`src/rtl/frame_mode_router_if.sv`:
```
// FIFO-side signals of the frame mode router: input FIFO, filter-chain FIFOs and output FIFO.
// The master modport is the router's view; the slave modport is the surrounding FIFOs' view.
interface frame_mode_router_if #(
    parameter int unsigned DWIDTH = 8
);
    logic              fifo_in_rd_en;
    logic [DWIDTH-1:0] fifo_in_dout;
    logic              fifo_in_empty;
    logic              path_wr_en;
    logic [DWIDTH-1:0] path_din;
    logic              path_full;
    logic              path_rd_en;
    logic [DWIDTH-1:0] path_dout;
    logic              path_empty;
    logic              fifo_out_wr_en;
    logic [DWIDTH-1:0] fifo_out_din;
    logic              fifo_out_full;

    modport master (
        output fifo_in_rd_en, path_wr_en, path_din, path_rd_en, fifo_out_wr_en, fifo_out_din,
        input  fifo_in_dout, fifo_in_empty, path_full, path_dout, path_empty, fifo_out_full
    );

    modport slave (
        input  fifo_in_rd_en, path_wr_en, path_din, path_rd_en, fifo_out_wr_en, fifo_out_din,
        output fifo_in_dout, fifo_in_empty, path_full, path_dout, path_empty, fifo_out_full
    );
endinterface

```
`src/rtl/frame_mode_router.sv`:
```
// Per-frame stream router: bypass straight to the output FIFO or through the external filter chain.
// Mode is latched when a frame starts; transfers are zero-latency pass-through.
module frame_mode_router #(
    parameter int unsigned DWIDTH     = 8,
    parameter int unsigned IMG_WIDTH  = 720,
    parameter int unsigned IMG_HEIGHT = 540,
    parameter int unsigned CNT_WIDTH  = $clog2(IMG_WIDTH * IMG_HEIGHT + 1)
) (
    input  logic                clock,
    input  logic                reset,
    input  logic                mode_in,
    frame_mode_router_if.master bus,
    output logic                active_mode,
    output logic                busy,
    output logic                frame_done
);
    localparam int unsigned          FRAME_PIXELS = IMG_WIDTH * IMG_HEIGHT;
    localparam logic [CNT_WIDTH-1:0] FULL_CNT     = CNT_WIDTH'(FRAME_PIXELS);
    localparam logic [CNT_WIDTH-1:0] LAST_CNT     = CNT_WIDTH'(FRAME_PIXELS - 1);

    typedef enum logic [1:0] {
        IDLE   = 2'd0,
        BYPASS = 2'd1,
        FILT   = 2'd2
    } state_e;

    state_e               state_q, state_d;
    logic [CNT_WIDTH-1:0] in_cnt_q, in_cnt_d;
    logic [CNT_WIDTH-1:0] out_cnt_q, out_cnt_d;
    logic                 mode_q, mode_d;
    logic                 busy_q, busy_d;
    logic                 feed_c, collect_c, last_c;

    // Transfer strobes and pass-through data; everything is quiet in IDLE and under reset.
    always_comb begin
        feed_c             = 1'b0;
        collect_c          = 1'b0;
        bus.fifo_in_rd_en  = 1'b0;
        bus.path_wr_en     = 1'b0;
        bus.path_din       = '0;
        bus.path_rd_en     = 1'b0;
        bus.fifo_out_wr_en = 1'b0;
        bus.fifo_out_din   = '0;
        if (!reset) begin
            case (state_q)
                BYPASS: begin
                    feed_c             = !bus.fifo_in_empty && !bus.fifo_out_full;
                    collect_c          = feed_c;
                    bus.fifo_in_rd_en  = feed_c;
                    bus.fifo_out_wr_en = feed_c;
                    bus.fifo_out_din   = feed_c ? bus.fifo_in_dout : '0;
                end
                FILT: begin
                    feed_c             = (in_cnt_q < FULL_CNT) && !bus.fifo_in_empty && !bus.path_full;
                    collect_c          = !bus.path_empty && !bus.fifo_out_full;
                    bus.fifo_in_rd_en  = feed_c;
                    bus.path_wr_en     = feed_c;
                    bus.path_din       = feed_c ? bus.fifo_in_dout : '0;
                    bus.path_rd_en     = collect_c;
                    bus.fifo_out_wr_en = collect_c;
                    bus.fifo_out_din   = collect_c ? bus.path_dout : '0;
                end
                default: ;
            endcase
        end
        last_c = collect_c && (out_cnt_q == LAST_CNT);
    end

    // Next state: latch mode on frame start, count transfers, release on the final output write.
    always_comb begin
        state_d   = state_q;
        in_cnt_d  = in_cnt_q;
        out_cnt_d = out_cnt_q;
        mode_d    = mode_q;
        busy_d    = busy_q;
        case (state_q)
            IDLE: begin
                if (!bus.fifo_in_empty) begin
                    mode_d  = mode_in;
                    busy_d  = 1'b1;
                    state_d = mode_in ? FILT : BYPASS;
                end
            end
            default: begin
                if (feed_c)    in_cnt_d  = in_cnt_q + CNT_WIDTH'(1);
                if (collect_c) out_cnt_d = out_cnt_q + CNT_WIDTH'(1);
                if (last_c) begin
                    state_d   = IDLE;
                    busy_d    = 1'b0;
                    in_cnt_d  = '0;
                    out_cnt_d = '0;
                end
            end
        endcase
    end

    always_ff @(posedge clock) begin
        if (reset) begin
            state_q   <= IDLE;
            in_cnt_q  <= '0;
            out_cnt_q <= '0;
            mode_q    <= 1'b0;
            busy_q    <= 1'b0;
        end else begin
            state_q   <= state_d;
            in_cnt_q  <= in_cnt_d;
            out_cnt_q <= out_cnt_d;
            mode_q    <= mode_d;
            busy_q    <= busy_d;
        end
    end

    assign active_mode = mode_q;
    assign busy        = busy_q;
    assign frame_done  = last_c;
endmodule
```
`src/flat_wrapper.sv`:
```
// flat-port wrapper written by rule: the top's interface ports become plain ports
module frame_mode_router_flat 
#(
    parameter int unsigned DWIDTH     = 8,
    parameter int unsigned IMG_WIDTH  = 720,
    parameter int unsigned IMG_HEIGHT = 540,
    parameter int unsigned CNT_WIDTH  = $clog2(IMG_WIDTH * IMG_HEIGHT + 1)
)
  (clock, reset, mode_in, active_mode, busy, frame_done, bus_fifo_in_rd_en, bus_path_wr_en, bus_path_din, bus_path_rd_en, bus_fifo_out_wr_en, bus_fifo_out_din, bus_fifo_in_dout, bus_fifo_in_empty, bus_path_full, bus_path_dout, bus_path_empty, bus_fifo_out_full);
  frame_mode_router_if #(.DWIDTH(DWIDTH)) bus_i ();
  input  logic clock;
  input  logic reset;
  input  logic mode_in;
  output logic active_mode;
  output logic busy;
  output logic frame_done;
  output wire logic [$bits(bus_i.fifo_in_rd_en)-1:0] bus_fifo_in_rd_en;
  output wire logic [$bits(bus_i.path_wr_en)-1:0] bus_path_wr_en;
  output wire logic [$bits(bus_i.path_din)-1:0] bus_path_din;
  output wire logic [$bits(bus_i.path_rd_en)-1:0] bus_path_rd_en;
  output wire logic [$bits(bus_i.fifo_out_wr_en)-1:0] bus_fifo_out_wr_en;
  output wire logic [$bits(bus_i.fifo_out_din)-1:0] bus_fifo_out_din;
  input wire logic [$bits(bus_i.fifo_in_dout)-1:0] bus_fifo_in_dout;
  input wire logic [$bits(bus_i.fifo_in_empty)-1:0] bus_fifo_in_empty;
  input wire logic [$bits(bus_i.path_full)-1:0] bus_path_full;
  input wire logic [$bits(bus_i.path_dout)-1:0] bus_path_dout;
  input wire logic [$bits(bus_i.path_empty)-1:0] bus_path_empty;
  input wire logic [$bits(bus_i.fifo_out_full)-1:0] bus_fifo_out_full;
  assign bus_fifo_in_rd_en = bus_i.fifo_in_rd_en;
  assign bus_path_wr_en = bus_i.path_wr_en;
  assign bus_path_din = bus_i.path_din;
  assign bus_path_rd_en = bus_i.path_rd_en;
  assign bus_fifo_out_wr_en = bus_i.fifo_out_wr_en;
  assign bus_fifo_out_din = bus_i.fifo_out_din;
  assign bus_i.fifo_in_dout = bus_fifo_in_dout;
  assign bus_i.fifo_in_empty = bus_fifo_in_empty;
  assign bus_i.path_full = bus_path_full;
  assign bus_i.path_dout = bus_path_dout;
  assign bus_i.path_empty = bus_path_empty;
  assign bus_i.fifo_out_full = bus_fifo_out_full;
  frame_mode_router #(.DWIDTH(DWIDTH), .IMG_WIDTH(IMG_WIDTH), .IMG_HEIGHT(IMG_HEIGHT), .CNT_WIDTH(CNT_WIDTH)) u_core (.clock(clock), .reset(reset), .mode_in(mode_in), .bus(bus_i), .active_mode(active_mode), .busy(busy), .frame_done(frame_done));
endmodule
```
`config.mk`:
```
export PLATFORM = sky130hd
export DESIGN_NAME = frame_mode_router_flat
export DESIGN_NICKNAME = d
export VERILOG_FILES = /design/src/rtl/frame_mode_router_if.sv /design/src/rtl/frame_mode_router.sv /design/src/flat_wrapper.sv
export SDC_FILE = /design/constraint.sdc
export NUM_CORES = 1
export LEC_CHECK = 0
export CELL_PAD_IN_SITES_DETAIL_PLACEMENT = 2
export CELL_PAD_IN_SITES_GLOBAL_PLACEMENT = 2
export CORE_AREA = 2 2 76 114
export CTS_BUF_LIST = sky130_fd_sc_hd__clkbuf_4 sky130_fd_sc_hd__clkbuf_8
export DETAILED_ROUTE_END_ITERATION = 10
export DIE_AREA = 0 0 78 116
export PLACE_DENSITY = 0.91
export SLEW_MARGIN = 20
export SYNTH_ARGS = -nofsm -noshare
export SYNTH_HDL_FRONTEND = slang
export SYNTH_SLANG_ARGS = --single-unit
```
`constraint.sdc`:
```
create_clock -name clock -period 2.4 [get_ports clock]
set_input_delay 0.24 -clock clock [delete_from_list [all_inputs] [get_ports clock]]
set_output_delay 0.24 -clock clock [all_outputs]
set_load 0.02 [all_outputs]
```
==> results.toml, run 1 <==
[synthesis]
ys_seq_area_share_pct = 34.25
async_flop_share_pct = 0
synth_edf_count = 0
synthesis.nets = 330
ys_warn_count = 0
syn_avg_cell_area_um2 = 8.129
synth_cell_types = 50
yosys_register_bits = 42
synth_flop_cell = "dfxtp_1"
synth_area_um2 = 2455
postSynthCellCount = 302

[global_route]
grt_pass1_vias = 2852
grt.total_usage_pct = 22.76
grt_pass1_wl_um = 15810
grt_overflow_total = 0
antenna_found_initial = 0
grt_max_degree = 30

[pwr]
netSwitchingPower_uw = 378.6
clockPowerShare_pct = 40.7
powerDensity_nw_per_um2 = 448.8
comb_power_share_pct = 12.3
internal_power_uw = 1123
p_leak_uw = 0.001292
switching_share_pct = 25.21
ir_drop_mv = 0.3142
seq_power_share_pct = 47.0
total_power_uw = 1502

[worst_hold_path]
min_path_cells = 2
min_path_type = "reg2reg"
worstHoldStart = "u_core.busy$_SDFFE_PP0P_"
min_to = "u_core.busy$_SDFFE_PP0P_"

[cells_and_area]
final_common_cell = "nor2_1"
fill_cells = 898
syn_to_final_growth_pct = 36.34
fin_util_pct = 41.80
layout_common_cells = "nor2_1 (40), dfxtp_1 (38), nand2_1 (27)"
layout.nets = 395
antenna_cells = 0
drive_gt1_share_pct = 20.65

[job]
maxCapViolCount = 0

[drt]
via_per_inst = 5.480
wl_um = 10370
drt_iter0_drc = 94
drc_errors = 0
firstDrtPassIters = 4
ant_nets = 0
routedWlPerCell_um = 21.93
vias = 2592

[setup_path]
worstPathRequired_ns = 2.16
reg2reg_to = "u_core.out_cnt_q[16]$_SDFFE_PP0P_"
cp.arrival_ns = 2.09
critPathCaptureType = "primary output"
critPathKind = "reg2out"
r2r_slack_ns = 0.14
worstReg2RegStart = "u_core.state_q[1]$_SDFFE_PP0P_"
cp-start-kind = "flop"
cp_max_fo = 8
crit_start = "u_core.state_q[0]$_SDFFE_PP0P_"
reg2reg_depth = 9

[clocking]
cts_root_buf = "clkbuf_8"
path_clk_slew_ns = 0.09
clkSinkCount = 42
cts_buffers = 5
insertion_delay_ns = 0.31
clock_path_buffers = 2
ctsHtreeMaxLevel = 2
cts_tree = "done"

[sta]
min_period_ns = 2.325
hold_violations = 0
setup_viol = 0
layout_setup_ws_ns = 0.07478
fin_crit_sh_pct = 96.88
slew-limit-headroom_pct = 50.51
clock_skew_ns = 0.005793
tightest_slew_ns = 0.7366
fmax_ghz = 0.4301
drv_slew = 0
setup_tns_ns = 0

[floorplanning]
core_um2 = 8008
die-area_um2 = 9048
boundaryPins = 46
fp-row-count = 40
start_util_pct = 30.66
die_h_um = 116
die_w_um = 78

[placement]
pre_cts_slack_ns = -0.4426
place_hpwl_um = 7188
finalWeightedCongestion = 0.7414
io_buffers = 45

[run_status]
status = "finished clean"
[stage by stage]
stage                     instance area, um2  instances  hold WS, ns
after global placement                  3172        463       0.4341
after CTS                               3288        473       0.4665
after detailed placement                3172        463       0.4542
after floorplan                         2455        302       0.4240
after global routing                    3347        473       0.5028
final                                   3347        473       0.4614
[per-layer routing]
layer	routed length (um)	up-vias	GRT usage (%)
met5	0	-	0
met3	322	35	3.816
li1	-	1195	-
met2	5801	66	44.60
met1	3813	1296	23.14
met4	435	0	10.64
[worst max-delay path by stage]
| stage | endpoint | cells after the start |
|---|---|---|
| after detailed placement | bus_path_din[2] | 8 |
| after global routing | frame_done | 8 |
| after CTS | bus_path_din[1] | 10 |
| after global placement | bus_path_din[6] | 8 |
| after floorplan | u_core.in_cnt_q[13]$_SDFFE_PP0P_ | 9 |
| final | bus_fifo_out_din[0] | 9 |
[cell type report]
cell class / instances / area [um2] / share of cell area, %
clock buffers: 7 / 83.83 / 2.505
clock inverters: 1 / 30.03 / 0.8972
inverters: 10 / 37.54 / 1.121
multi-input cells: 238 / 1594 / 47.63
flip-flops and latches: 42 / 845.8 / 25.27
well taps: 105 / 131.4 / 3.925
repair buffers: 70 / 624.3 / 18.65
[power groups by stage]
stage	combinational (uW)	sequential [uW]	clock [uW]
after detailed placement	170	721	0
final	185	706	611
after global routing	195	707	649
after floorplan	66.8	724	0
after CTS	179	705	617
after global placement	157	721	0
[cells by family (layout without fill, tap and decap cells)]
group | count (synthesis) | in the layout | synth area share (%)
buffers and inverters | 22 | 88 | 4.587
XOR/XNOR | 20 | 20 | 7.136
AND/OR/NAND/NOR | 153 | 153 | 32.57
multiplexers | 9 | 9 | 3.670
flip-flops | 42 | 42 | 34.25
adder cells (fa/ha/maj) | 5 | 5 | 2.548
AO/OA/AOI/OAI | 51 | 51 | 15.24
[flip-flops by register name (all words and copies together), names as in the netlist]
register            cells
u_core.active_mode      1
u_core.busy             1
u_core.in_cnt_q        19
u_core.out_cnt_q       19
u_core.state_q          2
[cell usage after synthesis, types with 2 or more instances]
cell,count,area share [%]
a21oi_1,23,4.7
a22o_2,3,1.2
a22oi_1,9,2.8
and2_1,10,2.5
and3_1,7,1.8
and4_1,5,1.8
buf_6,3,1.4
clkbuf_1,4,0.61
clkbuf_2,2,0.41
dfxtp_1,42,34
ha_1,5,2.5
inv_1,10,1.5
mux2i_1,9,3.7
nand2_1,27,4.1
nand2b_1,5,1.3
nand3_1,24,4.9
nand3b_1,3,0.92
nand4_1,10,2.5
nor2_1,41,6.3
nor2b_1,3,0.76
nor3_1,5,1.0
nor3_2,2,0.82
nor4b_1,2,0.71
o21ai_0,4,0.82
xnor2_1,6,2.1
xor2_1,14,5.0
[worst max-delay path, cell delays in order, from the launching register on]
cell and delay (ns):
dfxtp_2 0.34, inv_2 0.08, ha_4 0.14, nand2b_1 0.11
buf_4 0.19, nor2_1 0.10, buf_4 0.19, a22oi_1 0.12
nor2_1 0.15, clkdlybuf4s15_1 0.35
[what timing repair did]
action,in CTS,in global routing
buffers inserted,1,0
pin swaps,1,4
gates cloned,1,0
hold endpoints to repair,0,0
setup endpoints to repair,36,23
hold buffers,0,0
gates resized for setup,63,19
Note: power is estimated with default switching activity, not from simulation.
==> run 2, diff against run 1 <==
--- a/config.mk
+++ b/config.mk
@@ -9,9 +9,10 @@
 export CELL_PAD_IN_SITES_GLOBAL_PLACEMENT = 2
 export CORE_AREA = 2 2 76 114
 export CTS_BUF_LIST = sky130_fd_sc_hd__clkbuf_4 sky130_fd_sc_hd__clkbuf_8
+export CTS_CLUSTER_DIAMETER = 150
 export DETAILED_ROUTE_END_ITERATION = 10
 export DIE_AREA = 0 0 78 116
-export PLACE_DENSITY = 0.91
+export PLACE_DENSITY = 0.89
 export SLEW_MARGIN = 20
 export SYNTH_ARGS = -nofsm -noshare
 export SYNTH_HDL_FRONTEND = slang
==> results.toml, run 2 (synthesis results as in run 1) <==
[pwr]
p_leak_uw = 0.001281
seq_power_share_pct = 47.8
clockPowerShare_pct = 40.4
powerDensity_nw_per_um2 = 438.1
comb_power_share_pct = 11.8
netSwitchingPower_uw = 364.3
ir_drop_mv = 0.3154
switching_share_pct = 24.70
internal_power_uw = 1110

[setup_path]
cp.arrival_ns = 2.59
critical-path-slowest-cell = "a211oi_4"
critPathCaptureType = "flop"
cp-start-kind = "flop"
cpPeakStageDelay_ns = 0.45
critPathKind = "reg2reg"
path_cells = "inv_1, ha_1, nand2b_1, a21oi_1, nor2b_2, buf_4, a211oi_4, clkbuf_16, a21o_2, a22o_1"
cp_num_buf_inv = 3
cp_max_fo = 7
crit_family = "compound AO/OA/AOI/OAI gates"
worstPathRequired_ns = 2.66

[drt]
via_per_inst = 5.296
wl_um = 9123
routedWlPerCell_um = 19.01
firstDrtPassIters = 4
drc_errors = 0
vias = 2542
ant_nets = 0
drt_iter0_drc = 45

[sta]
setup_tns_ns = 0
clock_skew_ns = 0.005090
hold_violations = 0
fin_crit_sh_pct = 97.26
min_period_ns = 2.334
tightest_slew_ns = 0.7170
slew-limit-headroom_pct = 51.83
drv_slew = 0
fmax_ghz = 0.4284
setup_viol = 0
rsz0062_at_grt = "yes"

[clocking]
insertion_delay_ns = 0.31
clock_path_buffers = 2
path_clk_slew_ns = 0.08
clkSinkCount = 42
ctsHtreeMaxLevel = 2
cts_tree = "done"
cts_root_buf = "clkbuf_8"
cts_buffers = 5

[floorplanning]
start_util_pct = 30.66
boundaryPins = 46
die_h_um = 116
core_um2 = 8008
die-area_um2 = 9048
fp-row-count = 40
die_w_um = 78

[placement]
finalWeightedCongestion = 0.7486
dp_cells = 469
io_buffers = 45
place_hpwl_um = 6544

[cells_and_area]
syn_to_final_growth_pct = 37.11
final_common_cell = "dfxtp_1"
stdcell_count = 480
antenna_cells = 0
fill_cells = 895
layout.nets = 402
layout_common_cells = "dfxtp_1 (41), nor2_1 (39), nand2_1 (27)"
drive_gt1_share_pct = 21.33
top_regs = "u_core.in_cnt_q x19, u_core.out_cnt_q x19, u_core.state_q x2"

[worst_hold_path]
min_path_type = "reg2reg"

[global_route]
grt_pass1_vias = 2803
grt.total_usage_pct = 19.82
antenna_found_initial = 0
grt_overflow_total = 0
grt_max_degree = 30
grt_pass1_wl_um = 14080

[job]
maxCapViolCount = 0

[run_status]
status = "finished clean"
-- run 2: changes by cell type in the layout (fill, tap and decap cells not counted), moves of 2 or more --
cell	delta
clkbuf_2	+13
clkdlybuf4s15_1	-2
a21oi_2	-2
dfxtp_1	+3
dlygate4sd2_1	-6
clkbuf_16	+2
a21oi_1	+2
buf_2	-4
dfxtp_2	-3
buf_4	+3
-- run 2: path summary, 6_finish.rpt --
kind	from	to	slack, ns	cells past startpoint
worst max-delay path	u_core.state_q[0]$_SDFFE_PP0P_	u_core.in_cnt_q[13]$_SDFFE_PP0P_	0.07	10
worst min-delay path	u_core.busy$_SDFFE_PP0P_	u_core.busy$_SDFFE_PP0P_	0.45	2
worst max register to register	u_core.state_q[0]$_SDFFE_PP0P_	u_core.in_cnt_q[13]$_SDFFE_PP0P_	0.07	10
worst min register to register	u_core.busy$_SDFFE_PP0P_	u_core.busy$_SDFFE_PP0P_	0.45	2
-- run 2: worst min-delay path, delay by kind of cell, from the launching register on --
kind	cells	cell delay, ns
compound gates	1	0.05
buf+inv	1	0.05
flops	1	0.32
-- run 2: area by class of cell --
type | count | area [um2] | share of cell area [%]
clock buffer | 6 | 76.32 | 2.268
clock inverter | 2 | 37.54 | 1.115
inverter | 10 | 37.54 | 1.115
multi-input combinational | 238 | 1560 | 46.36
sequential | 42 | 842.1 | 25.02
tap | 105 | 131.4 | 3.903
timing repair buffer | 77 | 680.7 | 20.22
-- run 2: timing repair --
item	CTS	global route
gates cloned	0	2
gates resized for setup	40	34
hold buffers	0	0
pin swaps	0	4
setup endpoints to repair	32	41
setup buffers	0	1
-- run 2: power groups by stage --
stage | clock network [uW] | logic, uW | registers, uW
final | 596 | 175 | 704
after floorplan | 0 | 66.8 | 724
after global routing | 638 | 186 | 705
after CTS | 614 | 171 | 704
after detailed placement | 0 | 170 | 721
after global placement | 0 | 161 | 720
-- run 2: layer usage --
metal | wire length (um) | vias to the layer above | track usage [%]
met1 | 3253 | 1282 | 19.70
met5 | 0 | - | 0
met2 | 5449 | 28 | 40.75
li1 | - | 1210 | -
met4 | 275 | 0 | 7.135
met3 | 145 | 22 | 2.882
-- run 2: through the flow --
stage	util [%]	hold WS, ns	total power [uW]	area (um2)	worst slack (ns)
2_1_floorplan	-	0.4240	790.6	2455	0.2526
3_3_place_gp	40.17	0.4331	881.3	3217	-0.1398
3_5_place_dp	40.17	0.4493	890.6	3217	-0.3817
4_1_cts	41.67	0.4605	1489	3337	0.001998
5_1_grt	42.03	0.4781	1529	3366	-0.07521
6_report	42.03	0.4546	1475	3366	0.06580
==> run 3, diff against run 2 <==
--- a/config.mk
+++ b/config.mk
@@ -12,7 +12,7 @@
 export CTS_CLUSTER_DIAMETER = 150
 export DETAILED_ROUTE_END_ITERATION = 10
 export DIE_AREA = 0 0 78 116
-export PLACE_DENSITY = 0.89
+export PLACE_DENSITY_LB_ADDON = 0.1
 export SLEW_MARGIN = 20
 export SYNTH_ARGS = -nofsm -noshare
 export SYNTH_HDL_FRONTEND = slang
==> results.toml, run 3 (synthesis results as in run 1) <==
[sta]
hold_violations = 0
slew-limit-headroom_pct = 66.51
setup_viol = 0
fin_crit_sh_pct = 96.19
clock_skew_ns = 0.003645
rsz0062_at_grt = "yes"
tightest_slew_ns = 0.4978
setup_tns_ns = 0
hold_slack_ns = 0.4642
min_period_ns = 2.308
drv_slew = 0
fmax_ghz = 0.4332

[drt]
via_per_inst = 5.105
ant_nets = 0
vias = 2476
drc_errors = 0
firstDrtPassIters = 4
routedWlPerCell_um = 16.65
drt_iter0_drc = 38
wl_um = 8073

[pwr]
p_leak_uw = 0.001269
total_power_uw = 1352
powerDensity_nw_per_um2 = 407.6
ir_drop_mv = 0.1712

[setup_path]
reg2reg_depth = 12
worstPathRequired_ns = 2.16
critPathCaptureType = "primary output"
cp_max_fo = 3
cp-start-kind = "flop"
cp.arrival_ns = 2.07
critPathKind = "reg2out"

[clocking]
clock_path_buffers = 2
cts_root_buf = "clkbuf_8"
cts_tree = "done"
insertion_delay_ns = 0.30
clkSinkCount = 42
cts_buffers = 5
ctsHtreeMaxLevel = 2
path_clk_slew_ns = 0.08
ctsHoldBuffers = 0

[global_route]
grt_pass1_wl_um = 13670
grt_overflow_total = 0
grt_pass1_vias = 2794
grt.total_usage_pct = 19.00
grt_max_degree = 21
antenna_found_initial = 0

[worst_hold_path]
min_path_cells = 2
min_path_type = "reg2reg"

[cells_and_area]
layout_common_cells = "dfxtp_1 (42), nor2_1 (41), buf_4 (33)"
stdcell_count = 485
layout.nets = 407
antenna_cells = 0
drive_gt1_share_pct = 21.32
fill_cells = 953
fin_util_pct = 41.41
final_common_cell = "dfxtp_1"
top_regs = "u_core.in_cnt_q x19, u_core.out_cnt_q x19, u_core.state_q x2"
syn_to_final_growth_pct = 35.07

[placement]
finalWeightedCongestion = 0.7182
place_hpwl_um = 6275
io_buffers = 45
dp_cells = 477

[floorplanning]
fp-row-count = 40
die_w_um = 78
die-area_um2 = 9048
die_h_um = 116
core_um2 = 8008
start_util_pct = 30.66
boundaryPins = 46

[run_status]
status = "finished clean"

[job]
maxCapViolCount = 0
run 3: cell count changes in the layout (fill, tap and decap cells not counted), sizes merged:
cell | before | now
bufinv | 1 | 0
clkbuf | 22 | 23
clkdlybuf4s15 | 1 | 0
clkinv | 0 | 2
buf | 33 | 37
run 3: layout make-up:
| cell class | instances | area (um2) | area share, % |
|---|---|---|---|
| Clock buffer | 5 | 68.82 | 2.075 |
| Clock inverter | 3 | 21.27 | 0.6415 |
| Inverter | 10 | 37.54 | 1.132 |
| Multi-Input combinational cell | 238 | 1530 | 46.15 |
| Sequential cell | 42 | 840.8 | 25.36 |
| Tap cell | 105 | 131.4 | 3.962 |
| Timing Repair Buffer | 82 | 685.7 | 20.68 |
run 3: repair_timing:
| action | in CTS | in global routing |
|---|---|---|
| pin swaps | 0 | 2 |
| setup buffers | 0 | 0 |
| resized for setup | 33 | 31 |
| setup endpoints to repair | 23 | 23 |
run 3: critical path, stage by stage, from the launching register on:
cell and delay [ns]:
dfxtp_1 0.33, buf_4 0.14, inv_1 0.09, ha_1 0.17
nand2b_1 0.11, a21oi_1 0.24, nor2b_2 0.22, buf_4 0.15
dlygate4sd2_1 0.33
run 3: path summary, 6_finish.rpt:
check | start | end | slack [ns]
worst max-delay path | u_core.state_q[1]$_SDFFE_PP0P_ | bus_fifo_out_wr_en | 0.09
worst min-delay path | u_core.active_mode$_SDFFE_PP0P_ | u_core.active_mode$_SDFFE_PP0P_ | 0.46
worst max register to register | u_core.state_q[1]$_SDFFE_PP0P_ | u_core.out_cnt_q[8]$_SDFFE_PP0P_ | 0.11
worst min register to register | u_core.active_mode$_SDFFE_PP0P_ | u_core.active_mode$_SDFFE_PP0P_ | 0.46
run 3: through the flow:
step,setup WS [ns],cell area (um2)
CTS,-0.05168,3378
detailed placement,-0.2463,3289
global placement,-0.2189,3289
floorplan,0.2526,2455
finish,0.09155,3316
global route,0.0004139,3316
run 3: power breakdown:
group / internal [uW] / leakage, uW / switching [uW]
registers: 701 / 0.000339 / 2.73
clock network: 205 / 0.0000441 / 273
logic: 86.8 / 0.000886 / 83.5
run 3: routing by layer:
metal / vias to the layer above / GRT usage (%) / routed length (um)
li1: 1212 / - / -
met5: - / 0 / 0
met2: 20 / 38.33 / 4691
met3: 12 / 3.115 / 135
met4: 0 / 6.550 / 157
met1: 1232 / 19.40 / 3089
